==> config.mk <==
export PLATFORM = sky130hd
export DESIGN_NAME = ex_div
export DESIGN_NICKNAME = d
export VERILOG_FILES = /design/src/rtl/ex_div_pkg.sv /design/src/rtl/ex_div.sv
export SDC_FILE = /design/constraint.sdc
export NUM_CORES = 1
export LEC_CHECK = 0
export CAP_MARGIN = 20
export CORE_ASPECT_RATIO = 0.8
export CORE_MARGIN = 2
export CORE_UTILIZATION = 25
export DETAILED_ROUTE_END_ITERATION = 8
export DONT_BUFFER_PORTS = 1
export PLACE_DENSITY = 0.38
export REMOVE_ABC_BUFFERS = 1
export SLEW_MARGIN = 15
export SYNTH_ARGS = -nofsm -noshare
export SYNTH_HDL_FRONTEND = slang
export SYNTH_SLANG_ARGS = --single-unit
==> constraint.sdc <==
create_clock -name i_Clk -period 8.9 [get_ports i_Clk]
set_input_delay 1.78 -clock i_Clk [delete_from_list [all_inputs] [get_ports i_Clk]]
set_output_delay 1.78 -clock i_Clk [all_outputs]
set_load 0.05 [all_outputs]
==> src/rtl/ex_div_pkg.sv <==
// Shared types and constants for the EX-stage RV32M divider.
package ex_div_pkg;

  localparam int DATA_W = 32;
  localparam int ADDR_W = 5;
  localparam int CNT_W  = 5;

  // Reset is asserted when i_reset carries this level.
  localparam logic RESET_ENABLE = 1'b0;

  localparam logic [DATA_W-1:0] ZERO_WORD = '0;
  localparam logic [DATA_W-1:0] ALL_ONES  = '1;
  localparam logic [DATA_W-1:0] INT_MIN   = {1'b1, {(DATA_W-1){1'b0}}};

  typedef enum logic [1:0] {
    DIV_OP_DIV  = 2'b00,
    DIV_OP_DIVU = 2'b01,
    DIV_OP_REM  = 2'b10,
    DIV_OP_REMU = 2'b11
  } div_op_e;

  typedef enum logic [1:0] {
    DIV_IDLE = 2'b00,
    DIV_CALC = 2'b01,
    DIV_DONE = 2'b10
  } div_state_e;

  // DIV and REM treat operands as two's complement.
  function automatic logic op_is_signed(div_op_e op);
    return ~op[0];
  endfunction

  // REM and REMU return the remainder instead of the quotient.
  function automatic logic op_is_rem(div_op_e op);
    return op[1];
  endfunction

endpackage

==> src/rtl/ex_div.sv <==
// Multi-cycle radix-2 restoring divider for DIV/DIVU/REM/REMU in the EX stage.
// Holds ID/EX and upstream while iterating; divide-by-zero and signed
// overflow finish in one cycle without iterating.
module ex_div
  import ex_div_pkg::*;
(
  input  logic              i_Clk,
  input  logic              i_reset,
  input  logic              i_start,
  input  logic [1:0]        i_op,
  input  logic [DATA_W-1:0] i_dividend,
  input  logic [DATA_W-1:0] i_divisor,
  input  logic [ADDR_W-1:0] i_regd_addr,
  input  logic              i_flush,
  output logic              o_hold_req,
  output logic              o_busy,
  output logic              o_done,
  output logic [DATA_W-1:0] o_result,
  output logic [ADDR_W-1:0] o_regd_addr,
  output logic              o_we
);

  div_state_e state, state_nxt;
  div_op_e    op_in, op_r;

  logic signed [DATA_W-1:0] dividend_s, divisor_s;
  logic [DATA_W-1:0] divisor_r, rem_r, quot_r;
  logic [CNT_W-1:0]  count_r;
  logic              neg_q, neg_r;

  logic              accept, div_zero, div_ovf, last_step;
  logic [DATA_W:0]   trial;
  logic [DATA_W-1:0] rem_nxt, quot_nxt, calc_result, short_result;

  // Unsigned magnitude of a two's complement value; INT_MIN maps to 2^31.
  function automatic logic [DATA_W-1:0] magnitude(logic signed [DATA_W-1:0] v);
    logic [DATA_W-1:0] r;
    r = v;
    if (v < 0) r = ZERO_WORD - r;
    return r;
  endfunction

  // Sign fix-up applied only when the result leaves the divider.
  function automatic logic [DATA_W-1:0] apply_sign(logic [DATA_W-1:0] v, logic neg);
    return neg ? (ZERO_WORD - v) : v;
  endfunction

  assign op_in      = div_op_e'(i_op);
  assign dividend_s = i_dividend;
  assign divisor_s  = i_divisor;
  assign accept     = (state == DIV_IDLE) && i_start && !i_flush;
  assign div_zero   = (i_divisor == ZERO_WORD);
  assign div_ovf    = op_is_signed(op_in) && (i_dividend == INT_MIN) && (i_divisor == ALL_ONES);
  assign last_step  = (count_r == CNT_W'(DATA_W-1));
  assign o_we       = o_done;

  // Restoring step: trial-subtract the divisor from the shifted partial remainder.
  always_comb begin
    trial    = {rem_r, quot_r[DATA_W-1]} - {1'b0, divisor_r};
    rem_nxt  = {rem_r[DATA_W-2:0], quot_r[DATA_W-1]};
    quot_nxt = {quot_r[DATA_W-2:0], 1'b0};
    if (!trial[DATA_W]) begin
      rem_nxt  = trial[DATA_W-1:0];
      quot_nxt = {quot_r[DATA_W-2:0], 1'b1};
    end
    calc_result = op_is_rem(op_r) ? apply_sign(rem_nxt, neg_r) : apply_sign(quot_nxt, neg_q);
  end

  // Results of the one-cycle special cases, taken straight from the inputs.
  always_comb begin
    short_result = op_is_rem(op_in) ? ZERO_WORD : INT_MIN;
    if (div_zero) short_result = op_is_rem(op_in) ? i_dividend : ALL_ONES;
  end

  // State register.
  always_ff @(posedge i_Clk) begin
    if (i_reset == RESET_ENABLE) state <= DIV_IDLE;
    else                         state <= state_nxt;
  end

  // Next-state logic; flush overrides everything and aborts to IDLE.
  always_comb begin
    state_nxt = state;
    case (state)
      DIV_IDLE: if (accept) state_nxt = (div_zero || div_ovf) ? DIV_DONE : DIV_CALC;
      DIV_CALC: if (last_step) state_nxt = DIV_DONE;
      DIV_DONE: state_nxt = DIV_IDLE;
      default:  state_nxt = DIV_IDLE;
    endcase
    if (i_flush) state_nxt = DIV_IDLE;
  end

  // Control outputs decoded from state; hold covers the start cycle and all of CALC.
  always_comb begin
    o_hold_req = accept || (state == DIV_CALC);
    o_busy     = (state != DIV_IDLE);
  end

  // Operand latch and iteration registers.
  always_ff @(posedge i_Clk) begin
    if (accept) begin
      op_r      <= op_in;
      divisor_r <= op_is_signed(op_in) ? magnitude(divisor_s) : i_divisor;
      quot_r    <= op_is_signed(op_in) ? magnitude(dividend_s) : i_dividend;
      rem_r     <= ZERO_WORD;
      count_r   <= '0;
      neg_q     <= op_is_signed(op_in) && ((dividend_s < 0) ^ (divisor_s < 0));
      neg_r     <= op_is_signed(op_in) && (dividend_s < 0);
    end else if (state == DIV_CALC) begin
      rem_r   <= rem_nxt;
      quot_r  <= quot_nxt;
      count_r <= count_r + CNT_W'(1);
    end
  end

  // Registered write-back outputs; o_result is loaded on the edge entering DONE.
  always_ff @(posedge i_Clk) begin
    if (i_reset == RESET_ENABLE) begin
      o_done      <= 1'b0;
      o_result    <= ZERO_WORD;
      o_regd_addr <= '0;
    end else begin
      o_done <= (state_nxt == DIV_DONE);
      if (accept) o_regd_addr <= i_regd_addr;
      if (accept && (div_zero || div_ovf))
        o_result <= short_result;
      else if ((state == DIV_CALC) && last_step && !i_flush)
        o_result <= calc_result;
    end
  end

endmodule

==> impl_metrics.csv <==
group,metric,value,unit
timing,period_needed,6.06,ns
detailed_routing,routed_wl,42700,um
floorplanning,initial_core_util,0.254,
critical_path,reg2reg_to,"o_result[16]",
synth,synthMuxAreaShare,0.0312,
clock_network,ctsResizeCount,0,
cells_and_area,n_fill_cell,4711,
critical_path,crit_path_start_kind,"primary input",
critical_path,critPathRequiredTime,9.27,ns
synth,ys_ff_latch,144,
timing,post-route-period-util,0.681,
synth,synthCells,1371,
clock_network,cts_made_buffers,17,
clock_network,hold_buffers,0,
cells_and_area,final_cell_mix,"o21ai_0 (178), nand2_1 (171), xnor2_1 (86)",
timing,setup_viol_count_final,0,
timing,finalHoldViolCount,0,
critical_path,timing.rr.start,"quot_r[31]",
floorplanning,dieWidth,238,um
critical_path,arrival,6.43,ns
clock_network,clock_sinks,144,
synth,avgSynthCellArea,8.01,um^2
global_routing,met2_usage,0.292,
critical_path,ff2ff_setup_slack,3.33,ns
floorplanning,std_cell_rows,68,
clock_network,cts_buffer_depth,2,
clock_network,cts_setup_buffers,0,
worst_hold_path,worstHoldStart,"count_r[4]",
synth,synthFlopType,"dfxtp_1",
critical_path,rr_worst_depth,20,
critical_path,startpoint,"i_divisor[1]",
synth,synth_enable_flop_cells,67,
outcome,status,"finished, final reports clean",
job,drv_cap,0,
synth,yosysSeqAreaShare,0.323,
clock_network,clk_latency,0.46,ns
cells_and_area,design_area,12200,um^2
detailed_routing,drc_errors,0,
cells_and_area,final_common_cell,"o21ai_0",
synth,synth_cell_type_count,78,
clock_network,clkSlewWorstSetupHoldPaths,0.07,ns
global_routing,grt_pass1_vias,10100,
timing,relSlewSlack,0.283,
place,place_congestion,0.852,
cells_and_area,drive_above_1_share,0.0637,
detailed_routing,firstDrtPassIters,5,
timing,fmaxAchievable,0.165,GHz
floorplanning,fp.dieH,191,um
floorplanning,dieArea,45600,um^2
place,postPlaceCellArea,11600,um^2
cells_and_area,synthToLayoutAreaGrowth,11.4,%
floorplanning,io-pin-count,116,
cells_and_area,seqCellArea,3550,um^2
timing,skew,0.0111,ns
critical_path,setup.worst_path.class,"primary input to register",
detailed_routing,vias,10200,
global_routing,grt_max_degree,69,
detailed_routing,wl_per_cell,22.3,um
synth,synthArstFlopShare,0,
power,vdd_drop_max,0.132,mV
synth,synth_top_family_by_area,"compound AO/OA/AOI/OAI gates",
place,port_buffers,0,
critical_path,cp_max_fo,29,
detailed_routing,drt-initial-drc-count,818,
timing,rsz0062_at_grt,"false",
timing,worst_slew_pin_slew,1.07,ns
timing,slew_viol_final,0,
timing,finalSetupTns,0,ns
critical_path,cp-endpoint,"o_result[31]",
synth,ys.warnings.count,0,
cells_and_area,multi_input_area,6930,um^2
global_routing,antenna_found_initial,1,
place,post-dp-hpwl,33000,um
worst_hold_path,hold_path_class,"register to register",
detailed_routing,vias_per_cell,5.33,
power,p_leak,0.00440,uW
synth,synth_compound_area_frac,0.250,
critical_path,worst_setup_path_end_kind,"register",
clock_network,cts_tree,"built",
detailed_routing,detail-route-antenna-nets,0,
cells_and_area,nets,1452,
synth,syn_area,11000,um^2
synth,synthAdderAreaFrac,0.0462,
clock_network,htreeDepth,4,
synth,synthXorXnorAreaFrac,0.105,
global_routing,grt_usage,0.191,
global_routing,grt_use_met3,0.0446,
floorplanning,core_area,43200,um^2
synth,yosys.area_share.simple,0.195,
global_routing,grt_busiest_layer,"met2",
clock_network,ctsRootBufferMaster,"clkbuf_16",
global_routing,grtUsageMet1,0.270,
timing,hold_ws,0.472,ns
global_routing,grt_overflow,0,
global_routing,grt_pass1_wl,64500,um
power,power.density,250,nW/um^2
cell usage after synthesis, types with 18 or more instances:
library cell  number  area (um^2)
xnor2_1           86          753
o31ai_1           27          203
nand2_1          171          642
edfxtp_1          67         2010
inv_1             63          236
mux2i_1           32          320
clkbuf_1          60          225
nand4_1           19          119
nor2_1            84          315
a21oi_1           80          400
ha_1              39          488
nor3_1            32          160
xor2_1            46          403
nor4_1            18          113
dfxtp_1           77         1540
a31oi_1           28          175
o21ai_0          179          896
state kept, by name, summed over array words and instances (netlist names):
register / count
o_result: 32
op_r: 1
rem_r: 32
state: 2
o_regd_addr: 5
count_r: 5
divisor_r: 32
neg_r: 1
quot_r: 32
neg_q: 1
o_done: 1
cell type report:
type                            count  share of cell area
Clock inverter                      6             0.00736
Sequential cell                   144               0.290
Timing Repair Buffer               21              0.0135
Inverter                           64              0.0196
Clock buffer                       26              0.0454
Multi-Input combinational cell   1089               0.566
Tap cell                          560              0.0573
Antenna cell                        1            0.000205
stage by stage:
step / power [uW] / worst slack [ns] / utilization / instances
after detailed placement: 2270 / 2.41 / 0.268 / 1878
after floorplan: 1830 / 0.935 / - / 1297
after CTS: 3090 / 2.92 / 0.283 / 1910
after global placement: 2280 / 2.58 / 0.268 / 1877
after global routing: 3270 / 2.47 / 0.283 / 1910
final: 3060 / 2.84 / 0.283 / 1911
worst max-delay path: stages:
cell	delay [ns]
inv_1	0.06
ha_1	0.18
or4b_2	0.69
or4_1	0.53
or4_1	0.62
nor4_4	0.43
o21ai_1	0.10
buf_4	0.21
a21oi_4	0.49
buf_4	0.43
nand2_1	0.18
inv_1	0.10
nand2_1	0.16
a21oi_1	0.17
a21oi_1	0.08
a311oi_1	0.19
per-layer routing:
| metal | up-vias | wire, um |
|---|---|---|
| li1 | 4960 | - |
| met3 | 29 | 2300 |
| met4 | 0 | 739 |
| met1 | 4958 | 21100 |
| met2 | 237 | 18600 |
| met5 | - | 0 |
cell families after synthesis:
group,Yosys count
adders and majority gates,40
AOI/OAI and AO/OA,442
xor gates and xnor gates,132
and+or+nand+nor,441
DFF,144
buffers and inverters,138
muxes,34
where the power goes:
group	leakage, uW	switching [uW]	internal [uW]
registers	0.00126	86.6	772
clock network	0.000316	315	488
logic	0.00283	896	501
worst min-delay path by stage:
stage | to | cells after the start
2_1_floorplan | count_r[4] | 2
3_3_place_gp | count_r[4] | 2
3_5_place_dp | count_r[4] | 2
4_1_cts | count_r[4] | 2
5_1_grt | count_r[4] | 2
6_report | count_r[4] | 2
Note: power is estimated with default switching activity, not from simulation.
